<file path="src/rtl/video_line_fetcher.sv">
// Per-scanline Wishbone burst reader that fills the CGIA line buffer from a
// strided frame pointer. Optional bank ping-pong via VIDEO_LINE_FETCHER_DOUBLE_BUFFER_EN.
module video_line_fetcher #(
    parameter int ADDR_W     = 23,
    parameter int DATA_W     = 16,
    parameter int LINE_WORDS = 40,
    parameter int BUF_AW     = 6
) (
    input  logic              clk_i,
    input  logic              reset_i,
    input  logic              hsync_i,
    input  logic              den_i,
    input  logic              vsync_i,
    input  logic [ADDR_W-1:0] base_i,
    input  logic [ADDR_W-1:0] stride_i,
    output logic              cyc_o,
    output logic              stb_o,
    output logic              we_o,
    output logic [ADDR_W-1:0] adr_o,
    input  logic [DATA_W-1:0] dat_i,
    input  logic              ack_i,
    output logic              buf_we_o,
    output logic [BUF_AW-1:0] buf_adr_o,
    output logic [DATA_W-1:0] buf_dat_o,
    output logic              buf_bank_o,
    output logic              busy_o,
    output logic              overrun_o
);

    typedef enum logic {
        IDLE  = 1'b0,
        FETCH = 1'b1
    } state_t;

    localparam logic [BUF_AW-1:0] LAST_WORD = BUF_AW'(LINE_WORDS - 1);

    state_t            state_q, state_d;
    logic              hsync_q;
    logic              vsync_q;
    logic [ADDR_W-1:0] line_ptr_q, line_ptr_d;
    logic              reload_pend_q, reload_pend_d;
    logic [BUF_AW-1:0] count_q, count_d;
    logic              cyc_q, cyc_d;
    logic [ADDR_W-1:0] adr_q, adr_d;
    logic              buf_we_q, buf_we_d;
    logic [BUF_AW-1:0] buf_adr_q, buf_adr_d;
    logic [DATA_W-1:0] buf_dat_q, buf_dat_d;
    logic              overrun_q, overrun_d;
    logic [ADDR_W-1:0] fetch_base;
    logic              start;
    logic              vs_rise;

    assign start   = hsync_i & ~hsync_q & den_i;
    assign vs_rise = vsync_i & ~vsync_q;

    always_ff @(posedge clk_i or posedge reset_i) begin
        if (reset_i) begin
            state_q       <= IDLE;
            hsync_q       <= 1'b0;
            vsync_q       <= 1'b0;
            line_ptr_q    <= '0;
            reload_pend_q <= 1'b1;
            count_q       <= '0;
            cyc_q         <= 1'b0;
            adr_q         <= '0;
            buf_we_q      <= 1'b0;
            buf_adr_q     <= '0;
            buf_dat_q     <= '0;
            overrun_q     <= 1'b0;
        end else begin
            state_q       <= state_d;
            hsync_q       <= hsync_i;
            vsync_q       <= vsync_i;
            line_ptr_q    <= line_ptr_d;
            reload_pend_q <= reload_pend_d;
            count_q       <= count_d;
            cyc_q         <= cyc_d;
            adr_q         <= adr_d;
            buf_we_q      <= buf_we_d;
            buf_adr_q     <= buf_adr_d;
            buf_dat_q     <= buf_dat_d;
            overrun_q     <= overrun_d;
        end
    end

    always_comb begin
        state_d       = state_q;
        line_ptr_d    = line_ptr_q;
        reload_pend_d = reload_pend_q;
        count_d       = count_q;
        cyc_d         = cyc_q;
        adr_d         = adr_q;
        buf_we_d      = 1'b0;
        buf_adr_d     = buf_adr_q;
        buf_dat_d     = buf_dat_q;
        overrun_d     = overrun_q;
        fetch_base    = line_ptr_q;

        case (state_q)
            IDLE: begin
                // A pending reload takes effect in the same clock a line may start.
                if (reload_pend_q) begin
                    fetch_base    = base_i;
                    line_ptr_d    = base_i;
                    reload_pend_d = 1'b0;
                end
                if (start) begin
                    state_d = FETCH;
                    count_d = '0;
                    cyc_d   = 1'b1;
                    adr_d   = fetch_base;
                end
            end
            FETCH: begin
                if (start) begin
                    overrun_d = 1'b1;
                end
                if (ack_i) begin
                    buf_we_d  = 1'b1;
                    buf_adr_d = count_q;
                    buf_dat_d = dat_i;
                    count_d   = count_q + 1'b1;
                    adr_d     = adr_q + 1'b1;
                    if (count_q == LAST_WORD) begin
                        cyc_d   = 1'b0;
                        state_d = IDLE;
                        // A deferred reload overwrites the pointer on return to IDLE.
                        if (!reload_pend_q && !vs_rise) begin
                            line_ptr_d = line_ptr_q + stride_i;
                        end
                    end
                end
            end
            default: begin
                state_d = IDLE;
            end
        endcase

        if (vs_rise) begin
            reload_pend_d = 1'b1;
            overrun_d     = 1'b0;
        end
    end

`ifdef VIDEO_LINE_FETCHER_DOUBLE_BUFFER_EN
    logic bank_q, bank_d;

    always_ff @(posedge clk_i or posedge reset_i) begin
        if (reset_i) begin
            bank_q <= 1'b0;
        end else begin
            bank_q <= bank_d;
        end
    end

    // Flip on the clock the bus cycle ends so the next line lands in the other bank.
    always_comb begin
        bank_d = bank_q;
        if (vs_rise) begin
            bank_d = 1'b0;
        end else if (state_q == FETCH && ack_i && count_q == LAST_WORD) begin
            bank_d = ~bank_q;
        end
    end

    assign buf_bank_o = bank_q;
`else
    assign buf_bank_o = 1'b0;
`endif

    assign cyc_o     = cyc_q;
    assign stb_o     = cyc_q;
    assign busy_o    = cyc_q;
    assign we_o      = 1'b0;
    assign adr_o     = adr_q;
    assign buf_we_o  = buf_we_q;
    assign buf_adr_o = buf_adr_q;
    assign buf_dat_o = buf_dat_q;
    assign overrun_o = overrun_q;

endmodule

</file>
<file path="config.mk">
export PLATFORM = sky130hd
export DESIGN_NAME = video_line_fetcher
export DESIGN_NICKNAME = d
export VERILOG_FILES = /design/src/rtl/video_line_fetcher.sv
export SDC_FILE = /design/constraint.sdc
export NUM_CORES = 1
export LEC_CHECK = 0
export ABC_CLOCK_PERIOD_IN_PS = 2300
export BUFFER_PORTS_ARGS = -buffer_cell sky130_fd_sc_hd__buf_2
export CORE_AREA = 2 2 125 127
export DETAILED_ROUTE_END_ITERATION = 7
export DIE_AREA = 0 0 127 129
export MAX_ROUTING_LAYER = met4
export SYNTH_ARGS = -nofsm -noshare
export SYNTH_HDL_FRONTEND = slang
export SYNTH_SLANG_ARGS = --single-unit
</file>
<file path="constraint.sdc">
create_clock -name clk_i -period 2.3 [get_ports clk_i]
set_clock_uncertainty 0.2 [all_clocks]
set_input_delay 0.23 -clock clk_i [delete_from_list [all_inputs] [get_ports clk_i]]
set_output_delay 0.23 -clock clk_i [all_outputs]
set_load 0.03 [all_outputs]
</file>
# Yosys cells after proc, flatten, opt, wreduce, memory -nomap -nowiden
# Cells that the tools add are included.
# totals
reg_bits,81
word_cells,62
output_inout_bits,52
in_bits,68
# classes
n_mux,25
n_bitwise,6
add_sub_neg,3
eq_ne,6
reduce_logical,10
# op_table
cell,n
2-to-1 mux 23 bit,6
one-hot mux 23 bit (2 select lines),2
"adder 23 x 1 -> 23 bit, second input constant",1
adder 23 bit,1
2-to-1 mux 1 bit,12
2-to-1 mux 6 bit,2
one-hot mux 6 bit (2 select lines),1
"adder 6 x 1 -> 6 bit, second input constant",1
"== test 6 bit, second input constant",1
"inequality test 2 x 1 -> 1 bit, second input constant",3
AND reduction 2 bit,3
AND reduction 3 bit,2
"inequality test 2 bit, second input constant",2
one-hot mux 1 bit (2 select lines),2
nonzero test 2 bit,2
AND 1 bit,3
inverter 1 bit,3
zero test 1 bit,2
logical AND 1 bit,1

# Longest topological paths before layout
# Gate-level depths: netlist of the first run.
# depth
word_depth,8
depth_mapped,10

# Worst setup path before layout of the first run
# No wires, ideal clock.
# synth_path
kind,register to register
startpoint,register line_ptr_q[0]
endpoint,register line_ptr_q[16]
n_path_buf,0
period_less_slack_ns,2.422
required_time_ns,1.996
path_slack_ns,-0.122
arrival_ns,2.118
stages_incl_launch_ff,11
cell_sequence,dfrtp_1 -> ha_1 -> inv_1 -> fa_1 -> and2b_1 -> o2111ai_1 -> a21boi_2 -> a221oi_2 -> o21ai_0 -> xnor2_1 -> a221oi_1
# synth_via
elab_chain_cells,5
# synth_lines
item,line_no,source
start: declaration,40,"logic [ADDR_W-1:0] line_ptr_q, line_ptr_d;"
start signal: assignment,74,line_ptr_q <= line_ptr_d;
adder 23 bit,129,line_ptr_d = line_ptr_q + stride_i;
2-to-1 mux 23 bit,128,if (!reload_pend_q && !vs_rise) begin
2-to-1 mux 23 bit,124,if (count_q == LAST_WORD) begin
2-to-1 mux 23 bit,118,if (ack_i) begin
one-hot mux 23 bit (2 select lines),99,case (state_q)
# Every way passes these cells. The select of a mux whose other input is x is not followed.
# A chain may end at the register's enable or synchronous reset.

# Worst setup path in the final report of the first run
# layout_path
startpoint,register line_ptr_q[0]
endpoint,register line_ptr_q[12]
# The elaborated chain is that of the path after synthesis.

==> flow_summary.toml, run 1 <==
[finish]
n_antenna_cell = 0
stdcell_count = 983
layout.area.seq_mm2 = 0.00203
final.fill_count = 1485
finish.net_count = 883
final_layout_size_suffix_gt1_share_pct = 33.0
area_of_the_multi_input_gates_mm2 = 0.00316
areaGrowthSynthToFinish_pct = 37.4
final_util_pct = 47.5

[die]
std_cell_rows = 45
ioPinCount = 120
coreArea_mm2 = 0.0150
dieArea_mm2 = 0.0164
initial_util_pct = 34.6
fp.dieW_um = 127
chipHeight_um = 129

[status]
violations = "setup timing"
status = "complete, but fails checks"

[min_path]
holdCritStartpoint = "base_i[0]"
worst_hold_path_type = "in -> reg"
hold_depth = 3
hold_path_end = "line_ptr_q[0]$_DFFE_PP0P_"

[placed_design]
placed_cells_incl_taps = 939
finalWeightedCongestion = 0.931
hpwlAfterDp_mm = 11.6
port-buffer-count = 117

[power]
p_leak_nw = 3.48
net_switching_power_figure_mw = 1.72
power_frac_clock_pct = 29.3
seqPwrFrac_pct = 36.8
power.switching_fraction_pct = 35.7
internal-power_mw = 3.11
pwr_density_cell_mw_per_mm2 = 679
share_comb_of_total_power_pct = 33.9
peakVddDrop_uv = 344

[sta]
fmax_ghz = 0.406
relSlewSlack_pct = 54.6
final_cycle_utilization_of_the_critical_path_pct = 107
hold-worst-slack_ns = 0.0269
rsz0062_at_grt = "yes"
setup_violations = 6
fin_worst_setup_slack_ns = -0.160
slew_at_the_pin_closest_to_its_max_slew_limit_ns = 0.681
finalWorstPathRequiredPeriod_ns = 2.46
report.final.hold_viol_count = 0
timing.final.max_slew_violations = 0

[clock_tree]
clock_path_buffers = 2
numClockSinks = 81
ctsHtreeMaxLevel = 3
clkTransAtPathRegs_ns = 0.06
clock_latency_ns = 0.35
root_buf_cell = "clkbuf_16"
numCtsBuffers = 9
cts_tree = "built"

[yosys]
ys_ff_latch = 81
yosys_warnings = 0
async_flop_share_pct = 100
synthesis.area_per_instance_um2 = 8.59
post-synth-top-area-fraction_pct = 38.7
ranking_of_synthesized_cells_by_area = "dfrtp_1 39%, nand2_1 9.4%, ha_1 5.8%, a21oi_1 4.2%, mux2i_1 3.7%"
number_of_different_library_cells_in_the_post_synthesis_netlist = 68
synthMostInstantiatedCell = "nand2_1"
syn_area_mm2 = 0.00518
number_of_enable_flip_flop_cells_after_synthesis = 0
synth_top_area_cell = "dfrtp_1"
post_synth_most_frequent_cells = "129 x nand2_1, 80 x dfrtp_1, 43 x a21oi_1, 42 x nor2_1, 33 x o21ai_0"
synth_flop_cell = "dfrtp_1"
syn_inst = 603
yosysSeqAreaShare_pct = 39.2

[critical_path]
timing.critical_path.required_ns = 2.37
critical_path.reg2reg.startpoint = "line_ptr_q[0]$_DFFE_PP0P_"
timing.critical_path.slowest_stage_cell = "dfrtp_1"
r2r.worst_path.cells = 11
crit_type = "reg -> reg"
reg2reg_slack_ns = -0.16
critical_path.endpoint_type = "flip-flop"
r2r-end = "line_ptr_q[12]$_DFFE_PP0P_"
worstPathMaxFanout = 3
setup.worst_path.start_class = "flip-flop"
timing.critical_path.cells = "ha_2, inv_2, fa_2, and2b_1, o2111ai_2, a21boi_2, a221oi_2, buf_4, xnor2_2, nand2_1, a31oi_1"
max_stage_delay_ns = 0.38
critical_path_arrival_ns = 2.53

[global_route]
grt_util_all_layers_pct = 19.6
grt_overflow_total = 0
via_count_of_the_first_global_routing_pass = 4882
grt_max_degree = 53
grt_antenna_before_repair = 0
global_route_wire_length_before_repair_mm = 24.5

[route]
drt-total-wl_mm = 15.8
detailroute.via_count = 5125
ant_nets = 0
post_drt_via_cell_ratio = 5.21
average_routed_wire_per_standard_cell_um = 16.1
drt_drc_violations_left = 0
detailedRoute.firstPassIterationCount = 7
detail_route.iter0.violations = 323

[job]
cap_viol_max_count = 0
per-stage QoR:
step | setup slack, ns | area, µm² | total power [mW] | TNS, ns
5_1_grt | -0.264 | 7110 | 5.11 | -1.79
3_3_place_gp | -0.129 | 6380 | 3.26 | -0.532
3_5_place_dp | -0.241 | 6380 | 3.29 | -1.09
2_1_floorplan | -0.0460 | 5200 | 2.72 | -0.0515
4_1_cts | -0.206 | 6990 | 4.80 | -0.831
6_report | -0.160 | 7110 | 4.83 | -0.771
flip-flops by register name (all words and copies together) (netlist names):
| register | flops |
|---|---|
| overrun_o | 1 |
| state_q | 1 |
| buf_adr_o | 6 |
| hsync_q | 1 |
| count_q | 6 |
| adr_o | 23 |
| vsync_q | 1 |
| line_ptr_q | 23 |
| buf_dat_o | 16 |
| buf_we_o | 1 |
| busy_o | 1 |
| reload_pend_q | 1 |
metal layers:
| layer | part of all wire, % | track usage (%) |
|---|---|---|
| met5 | 0 | - |
| met4 | 1.8 | 6.59 |
| met3 | 4.3 | 3.41 |
| met2 | 47 | 31.5 |
| met1 | 47 | 25.2 |
power groups by stage:
stage / Clock (mW) / Sequential (mW) / Combinational (mW)
5_1_grt: 1.51 / 1.81 / 1.80
6_report: 1.42 / 1.78 / 1.64
4_1_cts: 1.45 / 1.77 / 1.58
3_3_place_gp: 0 / 1.78 / 1.48
3_5_place_dp: 0 / 1.79 / 1.50
2_1_floorplan: 0 / 1.95 / 0.764
cells in the final DEF, fill, tap and decap left out, types with 11 or more instances in the layout:
cell type | synthesis | final
o22ai_1 | 15 | 15
nand3_1 | 20 | 19
a21oi_1 | 43 | 41
xnor2_1 | 12 | 11
buf_2 | 5 | 117
o21ai_0 | 33 | 28
nor2_1 | 42 | 42
dlygate4sd3_1 | 0 | 22
buf_4 | 4 | 66
ha_1 | 24 | 18
nand2_1 | 129 | 126
dfrtp_1 | 80 | 79
mux2i_1 | 19 | 19
mux2_2 | 12 | 12
critical path, delay by kind of cell (launching register included):
kind | cells | cell delay, ns
adder cells (fa/ha/maj) | 2 | 0.37
XOR/XNOR | 1 | 0.09
buffers and inverters | 2 | 0.23
AND/OR/NAND/NOR | 2 | 0.25
AO/OA/AOI/OAI | 4 | 0.86
flip-flops | 1 | 0.38
how the worst max path moves through the flow:
| stage | from | end | slack, ns | depth (start not counted) |
|---|---|---|---|---|
| after CTS | line_ptr_q[0]$_DFFE_PP0P_ | line_ptr_q[16]$_DFFE_PP0P_ | -0.21 | 10 |
| after global routing | line_ptr_q[0]$_DFFE_PP0P_ | line_ptr_q[16]$_DFFE_PP0P_ | -0.26 | 10 |
| after global placement | line_ptr_q[0]$_DFFE_PP0P_ | line_ptr_q[16]$_DFFE_PP0P_ | -0.13 | 10 |
| final | line_ptr_q[0]$_DFFE_PP0P_ | line_ptr_q[12]$_DFFE_PP0P_ | -0.16 | 11 |
| after floorplan | line_ptr_q[0]$_DFFE_PP0P_ | line_ptr_q[16]$_DFFE_PP0P_ | -0.05 | 10 |
| after detailed placement | line_ptr_q[0]$_DFFE_PP0P_ | line_ptr_q[16]$_DFFE_PP0P_ | -0.24 | 10 |
cell type report:
class,instances,share of cell area [%]
clock buffers,9,3.17
clock inverters,7,0.844
inverters,10,0.580
multi-input cells,480,44.4
flip-flops and latches,81,28.5
well taps,188,3.31
repair buffers,208,19.1
timing repair:
action,CTS,global route
setup endpoints to repair,10,19
setup buffers,2,4
hold endpoints to repair,101,0
hold buffers,22,0
gates resized for setup,16,16
pin swaps,7,7
kinds of logic after synthesis:
family	after synthesis	share of synthesized area, %
other	1	0.0724
AOI/OAI and AO/OA	155	19.4
DFF	81	39.2
and+or+nand+nor	248	22.0
xor gates and xnor gates	19	3.21
buffers and inverters	43	3.67
muxes	31	6.28
adders and majority gates	25	6.19
Note: power is estimated with default switching activity, not from simulation.
==> inputs of run 2 (changes only) <==
- ABC_CLOCK_PERIOD_IN_PS: 2300 -> 3000
- TNS_END_PERCENT: not set -> 10
- clock period: 2.3 -> 3 ns (I/O delays scaled with it)
==> flow_summary.toml, run 2 (synthesis results as in run 1) <==
[status]
status = "complete, but fails checks"
violations = "DRC"

[sta]
final_cycle_utilization_of_the_critical_path_pct = 89.1
fin_worst_setup_slack_ns = 0.328
fmax_ghz = 0.374
hold-worst-slack_ns = 0.0257
finalWorstPathRequiredPeriod_ns = 2.67
rsz0062_at_grt = "no"
slew_at_the_pin_closest_to_its_max_slew_limit_ns = 0.612
timing.final.max_slew_violations = 0
setup_violations = 0
report.final.hold_viol_count = 0
timing.setup.tns_ns = 0
relSlewSlack_pct = 59.0

[route]
drt_drc_violations_left = 1
post_drt_via_cell_ratio = 5.32
drt-total-wl_mm = 14.9
average_routed_wire_per_standard_cell_um = 16.2
detail_route.iter0.violations = 312
ant_nets = 0
detailedRoute.firstPassIterationCount = 7
detailroute.via_count = 4898

[clock_tree]
cts_setup_buffers = 0
cts_resized = 0
clkTransAtPathRegs_ns = 0.06
root_buf_cell = "clkbuf_16"
clock_path_buffers = 2
postCtsHoldBufs = 19
cts_tree = "built"
clock_latency_ns = 0.34
numClockSinks = 81
numCtsBuffers = 9
ctsHtreeMaxLevel = 3

[finish]
finish.instance_area_mm2 = 0.00644
finish.net_count = 821
final_layout_size_suffix_gt1_share_pct = 23.9
area_of_the_multi_input_gates_mm2 = 0.00297
final.fill_count = 1475
layout.area.seq_mm2 = 0.00203
areaGrowthSynthToFinish_pct = 24.4
mostFrequentLayoutCell = "nand2_1"
most-common-layout-cells = "129 x nand2_1, 117 x buf_2, 79 x dfrtp_1, 43 x a21oi_1, 42 x nor2_1"
stdcell_count = 920
n_antenna_cell = 0

[critical_path]
critical_path.endpoint_type = "flip-flop"
r2r.worst_path.cells = 10
timing.critical_path.required_ns = 3.04
timing.critical_path.cells = "ha_1, inv_1, fa_1, and2b_1, o2111ai_1, a21boi_2, a221oi_2, o21ai_0, xnor2_1, a221oi_1"
crit_type = "reg -> reg"
crit_buf_inv = 1
max_stage_delay_ns = 0.40
worst_path_dominant_cell_family = "compound AO/OA/AOI/OAI gates"
worstPathMaxFanout = 3
crit_cells = 10
timing.critical_path.slowest_stage_cell = "dfrtp_1"
setup.worst_path.start_class = "flip-flop"
critical_path_arrival_ns = 2.72

[placed_design]
placement.cell_area_mm2 = 0.00595
preCtsSetupSlack_ns = 0.272
hpwlAfterDp_mm = 11.0
finalWeightedCongestion = 0.923
placed_cells_incl_taps = 886
port-buffer-count = 117

[min_path]
hold_depth = 3
worst_hold_path_type = "in -> reg"

[global_route]
grt_util_all_layers_pct = 18.8
grt_antenna_before_repair = 0
grt_max_degree = 81
global_route_wire_length_before_repair_mm = 23.8
via_count_of_the_first_global_routing_pass = 4707
grt_overflow_total = 0

[die]
std_cell_rows = 45
coreArea_mm2 = 0.0150
fp.dieW_um = 127
dieArea_mm2 = 0.0164
ioPinCount = 120
initial_util_pct = 34.6
chipHeight_um = 129

[job]
cap_viol_max_count = 0

[power]
p_leak_nw = 3.16
pwr_density_cell_mw_per_mm2 = 545
peakVddDrop_uv = 261
[run 2: cell types whose count changed in the layout (fill, tap and decap cells not counted), sizes merged, moves of 2 or more]
| cell | previous run | this run |
|---|---|---|
| buf | 186 | 127 |
| clkinv | 0 | 2 |
| clkbuf | 9 | 11 |
| clkinvlp | 4 | 1 |
| dlygate4sd3 | 22 | 19 |
| inv | 13 | 10 |
[run 2: metrics by stage]
step,total power [mW],utilization (%)
2_1_floorplan,2.08,-
5_1_grt,3.71,43.0
6_report,3.51,43.0
3_3_place_gp,2.35,39.7
4_1_cts,3.54,43.0
3_5_place_dp,2.37,39.7
[run 2: final cells by class]
| type | instances | area share [%] |
|---|---|---|
| clock inverters | 4 | 0.797 |
| well taps | 188 | 3.65 |
| repair buffers | 146 | 13.4 |
| flip-flops and latches | 81 | 31.5 |
| multi-input cells | 480 | 46.1 |
| inverters | 10 | 0.602 |
| clock buffers | 11 | 3.92 |
[run 2: metal layers]
layer	part of all wire, %	GRT usage [%]	vias to the layer above
met1	47	24.7	2302
met5	0	-	-
met2	46	29.9	167
met3	5.5	3.16	21
li1	-	-	2408
met4	1.5	5.82	0
[run 2: final timing paths]
check	startpoint	to	slack, ns
max	line_ptr_q[0]$_DFFE_PP0P_	line_ptr_q[16]$_DFFE_PP0P_	0.33
min	base_i[20]	line_ptr_q[20]$_DFFE_PP0P_	0.03
max reg2reg	line_ptr_q[0]$_DFFE_PP0P_	line_ptr_q[16]$_DFFE_PP0P_	0.33
min reg2reg	buf_adr_o[1]$_DFFE_PP0P_	buf_adr_o[1]$_DFFE_PP0P_	0.27
max in group asynchronous	reset_i	reload_pend_q$_DFFE_PP1P_	1.82
min in group asynchronous	reset_i	buf_dat_o[0]$_DFFE_PP0P_	0.15
[run 2: worst reg2reg max path, stage by stage, from the launching register on]
cell       delay [ns]
dfrtp_1          0.40
ha_1             0.21
inv_1            0.07
fa_1             0.17
and2b_1          0.20
o2111ai_1        0.28
a21boi_2         0.14
a221oi_2         0.37
o21ai_0          0.17
xnor2_1          0.15
a221oi_1         0.23
[run 2: where the power goes]
part           switching, mW  total, mW  internal (mW)
combinational          0.609       1.01          0.400
sequential             0.135       1.37           1.23
clock                  0.444       1.13          0.687
total                   1.19       3.51           2.32
